$ cat config.mk
export PLATFORM = sky130hd
export DESIGN_NAME = neuron_buffer_pingpong_ctrl_flat
export DESIGN_NICKNAME = d
export VERILOG_FILES = /design/src/rtl/neuron_buffer_pingpong_ctrl_if.sv /design/src/rtl/neuron_buffer_pingpong_ctrl.sv /design/src/flat_wrapper.sv
export SDC_FILE = /design/constraint.sdc
export NUM_CORES = 1
export LEC_CHECK = 0
export BUFFER_PORTS_ARGS = -buffer_cell sky130_fd_sc_hd__buf_2
export CAP_MARGIN = 20
export CORE_MARGIN = 3
export CORE_UTILIZATION = 25
export DETAILED_ROUTE_END_ITERATION = 7
export PLACE_DENSITY = 0.54
export SLEW_MARGIN = 20
export SYNTH_ARGS = -nofsm -noshare
export SYNTH_HDL_FRONTEND = slang
export SYNTH_SLANG_ARGS = --single-unit
$ cat constraint.sdc
create_clock -name clk -period 1.6 [get_ports clk]
set_clock_uncertainty 0.1 [all_clocks]
set_input_delay 0.16 -clock clk [delete_from_list [all_inputs] [get_ports clk]]
set_output_delay 0.16 -clock clk [all_outputs]
set_load 0.01 [all_outputs]
$ cat src/rtl/neuron_buffer_pingpong_ctrl_if.sv
// ----------------------------------------------------------------------------
// neuron_buffer_pingpong_ctrl_if
//
// Purpose : bundles the layer-controller handshake, the read/write address
//           streams and the status flags of the neuron buffer ping-pong
//           sequencer into one interface.
//
// Handshake rule (both streams): a beat transfers on a rising clk edge when
// the requester's signal (readReq / writeValid) and the matching ready
// (readReady / writeReady) are both high in that cycle. The address output is
// meaningful only in such a cycle. Requesters may raise or drop their request
// freely; ready never depends on the request in the same cycle.
//
// Signals:
//   layerStart        1-cycle pulse, starts a layer pass (controller -> ctrl)
//   readLast/writeLast index of last word per side for the pass
//   readReq           consumer asks for the next read word
//   readReady         read beat can be accepted this cycle
//   readBuffAddress   read-side buffer address
//   readValid         read data valid (one cycle after an accepted read)
//   writeValid        producer offers a word
//   writeReady        write beat can be accepted this cycle
//   writeBuffAddress  write-side buffer address
//   bufSel            0: N1 read / N2 write, 1: N2 read / N1 write
//   busy              sequencer not idle
//   layerDone         1-cycle pulse at pass completion
//   protocolErr       sticky protocol error flag
//   state_dbg         current FSM state encoding, for observation only
//
// Modports: master = controller/consumer/producer side, slave = sequencer.
// ----------------------------------------------------------------------------
interface neuron_buffer_pingpong_ctrl_if #(
    parameter int A = 7
);
    logic         layerStart;
    logic [A-1:0] readLast;
    logic [A-1:0] writeLast;
    logic         readReq;
    logic         readReady;
    logic [A-1:0] readBuffAddress;
    logic         readValid;
    logic         writeValid;
    logic         writeReady;
    logic [A-1:0] writeBuffAddress;
    logic         bufSel;
    logic         busy;
    logic         layerDone;
    logic         protocolErr;
    logic [1:0]   state_dbg;

    modport master (
        output layerStart, readLast, writeLast, readReq, writeValid,
        input  readReady, readBuffAddress, readValid, writeReady,
               writeBuffAddress, bufSel, busy, layerDone, protocolErr,
               state_dbg
    );

    modport slave (
        input  layerStart, readLast, writeLast, readReq, writeValid,
        output readReady, readBuffAddress, readValid, writeReady,
               writeBuffAddress, bufSel, busy, layerDone, protocolErr,
               state_dbg
    );
endinterface

$ cat src/rtl/neuron_buffer_pingpong_ctrl.sv
// ----------------------------------------------------------------------------
// neuron_buffer_pingpong_ctrl
//
// Purpose : sequencer for the neuron buffer swapper. Owns the ping-pong role
//           of buffers N1/N2 (bufSel), generates the read address stream
//           toward the conv unit and the write address stream from the pool
//           unit, and swaps the roles at every layer boundary.
//
// Ports:
//   clk    rising-edge clock
//   reset  asynchronous, active-high reset
//   bus    neuron_buffer_pingpong_ctrl_if.slave (see interface header)
//
// FSM: IDLE -> RUN (on layerStart) -> DRAIN -> SWAP -> IDLE.
//   Ready and address outputs are combinational from state and pointers;
//   everything else is registered.
//
// Build option: define PINGPONG_ERRCHK_EN to build the sticky protocolErr
// checker; otherwise protocolErr is tied low.
// ----------------------------------------------------------------------------
module neuron_buffer_pingpong_ctrl #(
    parameter int A = 7
) (
    input  logic                             clk,
    input  logic                             reset,
    neuron_buffer_pingpong_ctrl_if.slave     bus
);

    typedef enum logic [1:0] {
        IDLE  = 2'd0,
        RUN   = 2'd1,
        DRAIN = 2'd2,
        SWAP  = 2'd3
    } state_t;

    state_t       state_q, state_d;
    logic [A-1:0] rd_ptr_q, rd_ptr_d;
    logic [A-1:0] wr_ptr_q, wr_ptr_d;
    logic [A-1:0] rd_last_q, rd_last_d;
    logic [A-1:0] wr_last_q, wr_last_d;
    logic         rd_done_q, rd_done_d;
    logic         wr_done_q, wr_done_d;
    logic         buf_sel_q, buf_sel_d;
    logic         read_valid_q, read_valid_d;
    logic         layer_done_q, layer_done_d;
    logic         busy_q, busy_d;

    logic read_ready;
    logic write_ready;
    logic rd_acc;
    logic wr_acc;

    // A finished side drops its ready and stops moving.
    assign read_ready  = (state_q == RUN) && !rd_done_q;
    assign write_ready = (state_q == RUN) && !wr_done_q;
    assign rd_acc      = bus.readReq && read_ready;
    assign wr_acc      = bus.writeValid && write_ready;

    always_comb begin
        state_d      = state_q;
        rd_ptr_d     = rd_ptr_q;
        wr_ptr_d     = wr_ptr_q;
        rd_last_d    = rd_last_q;
        wr_last_d    = wr_last_q;
        rd_done_d    = rd_done_q;
        wr_done_d    = wr_done_q;
        buf_sel_d    = buf_sel_q;
        read_valid_d = 1'b0;
        layer_done_d = 1'b0;

        case (state_q)
            IDLE: begin
                if (bus.layerStart) begin
                    rd_last_d = bus.readLast;
                    wr_last_d = bus.writeLast;
                    rd_ptr_d  = '0;
                    wr_ptr_d  = '0;
                    rd_done_d = 1'b0;
                    wr_done_d = 1'b0;
                    state_d   = RUN;
                end
            end
            RUN: begin
                // The last beat sets the done flag and leaves the pointer on
                // the last index, so a full 2^A pass never wraps to 0.
                if (rd_acc) begin
                    read_valid_d = 1'b1;
                    if (rd_ptr_q == rd_last_q) begin
                        rd_done_d = 1'b1;
                    end else begin
                        rd_ptr_d = rd_ptr_q + A'(1);
                    end
                end
                if (wr_acc) begin
                    if (wr_ptr_q == wr_last_q) begin
                        wr_done_d = 1'b1;
                    end else begin
                        wr_ptr_d = wr_ptr_q + A'(1);
                    end
                end
                // Uses the registered flags: the cycle after the final beat.
                if (rd_done_q && wr_done_q) begin
                    state_d = DRAIN;
                end
            end
            DRAIN: begin
                // Toggle and pulse are launched here so both are visible
                // together while the FSM sits in SWAP.
                buf_sel_d    = ~buf_sel_q;
                layer_done_d = 1'b1;
                state_d      = SWAP;
            end
            SWAP: begin
                state_d = IDLE;
            end
            default: begin
                state_d = IDLE;
            end
        endcase

        busy_d = (state_d != IDLE);
    end

    always_ff @(posedge clk or posedge reset) begin
        if (reset) begin
            state_q      <= IDLE;
            rd_ptr_q     <= '0;
            wr_ptr_q     <= '0;
            rd_last_q    <= '0;
            wr_last_q    <= '0;
            rd_done_q    <= 1'b0;
            wr_done_q    <= 1'b0;
            buf_sel_q    <= 1'b0;
            read_valid_q <= 1'b0;
            layer_done_q <= 1'b0;
            busy_q       <= 1'b0;
        end else begin
            state_q      <= state_d;
            rd_ptr_q     <= rd_ptr_d;
            wr_ptr_q     <= wr_ptr_d;
            rd_last_q    <= rd_last_d;
            wr_last_q    <= wr_last_d;
            rd_done_q    <= rd_done_d;
            wr_done_q    <= wr_done_d;
            buf_sel_q    <= buf_sel_d;
            read_valid_q <= read_valid_d;
            layer_done_q <= layer_done_d;
            busy_q       <= busy_d;
        end
    end

`ifdef PINGPONG_ERRCHK_EN
    logic prot_err_q, prot_err_d;

    // Requests only make sense in RUN; a new pass only from IDLE.
    always_comb begin
        prot_err_d = prot_err_q
                   | ((bus.readReq || bus.writeValid) && (state_q != RUN))
                   | (bus.layerStart && (state_q != IDLE));
    end

    always_ff @(posedge clk or posedge reset) begin
        if (reset) begin
            prot_err_q <= 1'b0;
        end else begin
            prot_err_q <= prot_err_d;
        end
    end

    assign bus.protocolErr = prot_err_q;
`else
    assign bus.protocolErr = 1'b0;
`endif

    assign bus.readReady        = read_ready;
    assign bus.writeReady       = write_ready;
    assign bus.readBuffAddress  = rd_ptr_q;
    assign bus.writeBuffAddress = wr_ptr_q;
    assign bus.readValid        = read_valid_q;
    assign bus.bufSel           = buf_sel_q;
    assign bus.busy             = busy_q;
    assign bus.layerDone        = layer_done_q;
    assign bus.state_dbg        = state_q;

endmodule

$ cat src/flat_wrapper.sv
// flat-port wrapper written by rule: the top's interface ports become plain ports
module neuron_buffer_pingpong_ctrl_flat 
#(
    parameter int A = 7
)
  (clk, reset, bus_layerStart, bus_readLast, bus_writeLast, bus_readReq, bus_writeValid, bus_readReady, bus_readBuffAddress, bus_readValid, bus_writeReady, bus_writeBuffAddress, bus_bufSel, bus_busy, bus_layerDone, bus_protocolErr, bus_state_dbg);
  neuron_buffer_pingpong_ctrl_if #(.A(A)) bus_i ();
  input  logic clk;
  input  logic reset;
  input wire logic [$bits(bus_i.layerStart)-1:0] bus_layerStart;
  input wire logic [$bits(bus_i.readLast)-1:0] bus_readLast;
  input wire logic [$bits(bus_i.writeLast)-1:0] bus_writeLast;
  input wire logic [$bits(bus_i.readReq)-1:0] bus_readReq;
  input wire logic [$bits(bus_i.writeValid)-1:0] bus_writeValid;
  output wire logic [$bits(bus_i.readReady)-1:0] bus_readReady;
  output wire logic [$bits(bus_i.readBuffAddress)-1:0] bus_readBuffAddress;
  output wire logic [$bits(bus_i.readValid)-1:0] bus_readValid;
  output wire logic [$bits(bus_i.writeReady)-1:0] bus_writeReady;
  output wire logic [$bits(bus_i.writeBuffAddress)-1:0] bus_writeBuffAddress;
  output wire logic [$bits(bus_i.bufSel)-1:0] bus_bufSel;
  output wire logic [$bits(bus_i.busy)-1:0] bus_busy;
  output wire logic [$bits(bus_i.layerDone)-1:0] bus_layerDone;
  output wire logic [$bits(bus_i.protocolErr)-1:0] bus_protocolErr;
  output wire logic [$bits(bus_i.state_dbg)-1:0] bus_state_dbg;
  assign bus_i.layerStart = bus_layerStart;
  assign bus_i.readLast = bus_readLast;
  assign bus_i.writeLast = bus_writeLast;
  assign bus_i.readReq = bus_readReq;
  assign bus_i.writeValid = bus_writeValid;
  assign bus_readReady = bus_i.readReady;
  assign bus_readBuffAddress = bus_i.readBuffAddress;
  assign bus_readValid = bus_i.readValid;
  assign bus_writeReady = bus_i.writeReady;
  assign bus_writeBuffAddress = bus_i.writeBuffAddress;
  assign bus_bufSel = bus_i.bufSel;
  assign bus_busy = bus_i.busy;
  assign bus_layerDone = bus_i.layerDone;
  assign bus_protocolErr = bus_i.protocolErr;
  assign bus_state_dbg = bus_i.state_dbg;
  neuron_buffer_pingpong_ctrl #(.A(A)) u_core (.clk(clk), .reset(reset), .bus(bus_i));
endmodule
==> impl_metrics.py <==
metrics = {
    "sta": {
        "period_share_pct": 99.6,
        "final.setup.tns_ns": 0,
        "whs_ns": 0.00755,
        "slew_viol_final": 0,
        "min_period_ns": 1.59,
        "setup_viol": 0,
        "hold_viol": 0,
        "rsz0062_at_grt": "yes",
        "max_freq_mhz": 627,
    },
    "cells_and_area": {
        "fillCellCount": 732,
        "multi_input_area_um2": 957,
        "nets": 271,
        "drive_gt1_share_pct": 46.6,
        "fin_cells": 347,
        "n_antenna_cell": 0,
        "syn_to_final_growth_pct": 46.4,
        "regArea_um2": 903,
    },
    "critical_path": {
        "required_ns": 1.72,
        "cp-start-kind": "flop",
        "crit_path_end_kind": "flop",
        "cp.arrival_ns": 1.71,
        "cp_max_fo": 8,
        "crit_type": "flop to flop",
        "reg2reg_depth": 5,
        "regToRegStartpoint": "u_core.bus.state_dbg[0]",
        "r2r_slack_ns": 0.006,
        "r2r_end": "u_core.bus.readBuffAddress[4]",
    },
    "grt": {
        "grt_pass1_vias": 1530,
        "grt.total_usage_pct": 11.5,
        "grt_max_degree": 37,
        "grt_pass1_wl_um": 7650,
        "antenna_found_initial": 0,
        "overflow": 0,
    },
    "cts": {
        "clkTransAtPathRegs_ns": 0.07,
        "numCtsBuffers": 5,
        "cts-root-buf": "clkbuf_8",
        "cts_tree": "built",
        "clk_latency_ns": 0.29,
        "cts_max_level": 2,
        "cts_buffer_depth": 2,
        "clock_sinks": 36,
    },
    "drt": {
        "wirelength_um": 4430,
        "routed-via-count": 1523,
        "firstDrtPassIters": 4,
        "avgViaCountPerCell": 4.39,
        "drc_errors": 0,
        "drt_iter0_drc": 66,
        "ant_nets": 0,
        "routedWlPerCell_um": 12.8,
    },
    "synth": {
        "yosysUniqueCellTypes": 43,
        "synth_edf_count": 0,
        "ys_seq_area_share_pct": 49.8,
        "synth_top_area_share_pct": 49.8,
        "synth_area_leaders": "dfrtp_1 50%, mux2_2 8.7%, xnor2_1 6.8%",
        "synth_cells": 166,
        "avgSynthCellArea_um2": 10.9,
        "ys.flop_type": "dfrtp_1",
        "ys_seq_elements": 36,
        "yosys.area.top_type": "dfrtp_1",
        "synthesis.area_um2": 1810,
        "synth-warning-count": 0,
        "synth-async-reset-ratio_pct": 100,
        "syn-num-nets": 187,
    },
    "power_and_ir_drop": {
        "p_leak_uw": 0.00122,
        "ir_worst_vdd_v": 0.000471,
        "p_total_uw": 4850,
        "power_density_nw_per_um2": 1830,
    },
    "place": {
        "port_buffers": 40,
        "dp_hpwl_um": 3340,
        "finalWeightedCongestion": 0.781,
        "place_inst": 323,
    },
    "die": {
        "initial_core_util_pct": 26.2,
        "std_cell_rows": 30,
        "die_h_um": 91.0,
        "pin_count": 42,
        "core_area_um2": 6910,
        "fp.dieArea_um2": 8290,
        "die_w_um": 91.0,
    },
    "job": {
        "cap_viol_max_count": 0,
    },
    "min_path": {
        "hold_path_class": "input port to flop",
        "hold_path_depth": 2,
        "min_to": "u_core.rd_last_q[0]",
        "min_from": "bus_readLast[0]",
    },
    "status": {
        "status": "complete, no violations",
    },
}
[state kept, by name (all words and copies together), names as in the netlist]
register / cells
u_core.bus.readValid: 1
u_core.rd_done_q: 1
u_core.bus.layerDone: 1
u_core.bus.readBuffAddress: 7
u_core.bus.writeBuffAddress: 7
u_core.bus.state_dbg: 2
u_core.wr_last_q: 7
u_core.bus.busy: 1
u_core.rd_last_q: 7
u_core.bus.bufSel: 1
u_core.wr_done_q: 1
[cells in the final DEF (no fill, tap or decap), types with 2 or more instances in the layout]
| cell | synthesis | routed |
|---|---|---|
| buf_6 | 2 | 4 |
| nand2b_1 | 3 | 3 |
| xnor2_2 | 0 | 9 |
| nand3_1 | 9 | 9 |
| o21ai_1 | 0 | 7 |
| mux2i_1 | 2 | 2 |
| and3_1 | 2 | 2 |
| buf_4 | 1 | 27 |
| buf_2 | 1 | 40 |
| a31oi_1 | 2 | 2 |
| dfrtp_2 | 0 | 2 |
| or3_1 | 2 | 2 |
| nor3_1 | 3 | 2 |
| xnor2_1 | 14 | 5 |
| o21ai_2 | 2 | 2 |
| nor2b_1 | 2 | 2 |
| or4_1 | 2 | 2 |
| nor2_1 | 11 | 10 |
| clkbuf_8 | 0 | 6 |
| ha_1 | 2 | 2 |
| dlygate4sd3_1 | 0 | 11 |
| a21o_1 | 2 | 2 |
| nand2_1 | 10 | 9 |
| inv_1 | 4 | 4 |
| dfrtp_1 | 36 | 34 |
| nor2_4 | 0 | 2 |
| mux2_2 | 14 | 14 |
| o21ai_0 | 11 | 3 |
| nand4_1 | 3 | 3 |
| o211ai_1 | 2 | 2 |
| a21oi_1 | 5 | 5 |
[worst max-delay path, stage by stage, from the launching register on]
cell       delay (ns)
dfrtp_2          0.44
and4bb_2         0.27
or2_2            0.32
o21ai_4          0.12
o21bai_1         0.15
o2bb2ai_1        0.12
[timing repair]
action                                  4_1_cts  5_1_grt
hold buffers                                 10        1
resized for setup                             7       24
cloned                                        0        1
pin swaps                                     2        6
endpoints found under the setup margin       16       26
buffers inserted                              1        3
hold endpoints to repair                     45        1
[cell usage after synthesis, types with 2 or more instances]
library cell and number:
nand2_1 10, mux2i_1 2, o21ai_2 2, o211ai_1 2, mux2_2 14, dfrtp_1 36
or3_1 2, nand4_1 3, nor2_1 11, or4_1 2, o21ai_0 11, nand2b_1 3
nor2_2 2, nor3_1 3, nor2b_1 2, a21o_1 2, nand3_1 9, inv_1 4
a31oi_1 2, and3_1 2, buf_6 2, a21oi_1 5, ha_1 2, xnor2_1 14
[worst max path at each step]
stage,from,end,slack (ns),cells after the start
2_1_floorplan,u_core.bus.state_dbg[1],u_core.rd_last_q[0],-0.08,4
3_3_place_gp,u_core.bus.readBuffAddress[3],u_core.bus.readBuffAddress[3],-0.004,6
3_5_place_dp,u_core.bus.readBuffAddress[3],u_core.bus.readBuffAddress[3],-0.04,6
4_1_cts,u_core.bus.state_dbg[0],u_core.rd_last_q[0],-0.008,3
5_1_grt,u_core.rd_last_q[2],u_core.bus.readBuffAddress[3],-0.11,6
6_report,u_core.bus.state_dbg[0],u_core.bus.readBuffAddress[4],0.006,5
[logic make-up (layout without fill, tap and decap cells)]
group	Yosys count	in the layout	synth area share [%]
other	1	1	0.207
AO/OA/AOI/OAI	30	30	10.4
adder cells (fa/ha/maj)	2	2	1.38
buffers and inverters	9	94	2.98
AND/OR/NAND/NOR	57	57	18.1
multiplexers	16	16	9.83
flip-flops	36	36	49.8
XOR/XNOR	15	15	7.27
[area by class of cell]
cell class              instances  area share, %
clock buffers                   7           3.26
flip-flops and latches         36           34.1
multi-input cells             121           36.2
repair buffers                 82           21.1
inverters                       4          0.567
clock inverters                 1          0.284
well taps                      96           4.54
[layer usage]
metal	GRT usage [%]	share of wire (%)	up-vias
li1	-	-	758
met1	15.7	50	724
met2	17.2	44	35
met3	3.07	4.1	6
met4	4.52	1.8	0
met5	0	0	-
[report_power, final]
| group | leakage, µW | switching, µW | internal, µW | total [µW] |
|---|---|---|---|---|
| registers | 0.000440 | 360 | 1280 | 1640 |
| logic | 0.000736 | 1180 | 1340 | 2520 |
| clock network | 0.0000445 | 337 | 350 | 687 |
[per-stage QoR]
stage | cell area, µm² | setup slack, ns | util, %
after global placement | 2290 | -0.00425 | 33.2
after detailed placement | 2290 | -0.0430 | 33.2
after floorplan | 1820 | -0.0818 | -
final | 2650 | 0.00627 | 38.3
after global routing | 2650 | -0.110 | 38.3
after CTS | 2520 | -0.00849 | 36.5
Power figures use the tool's default switching activity.
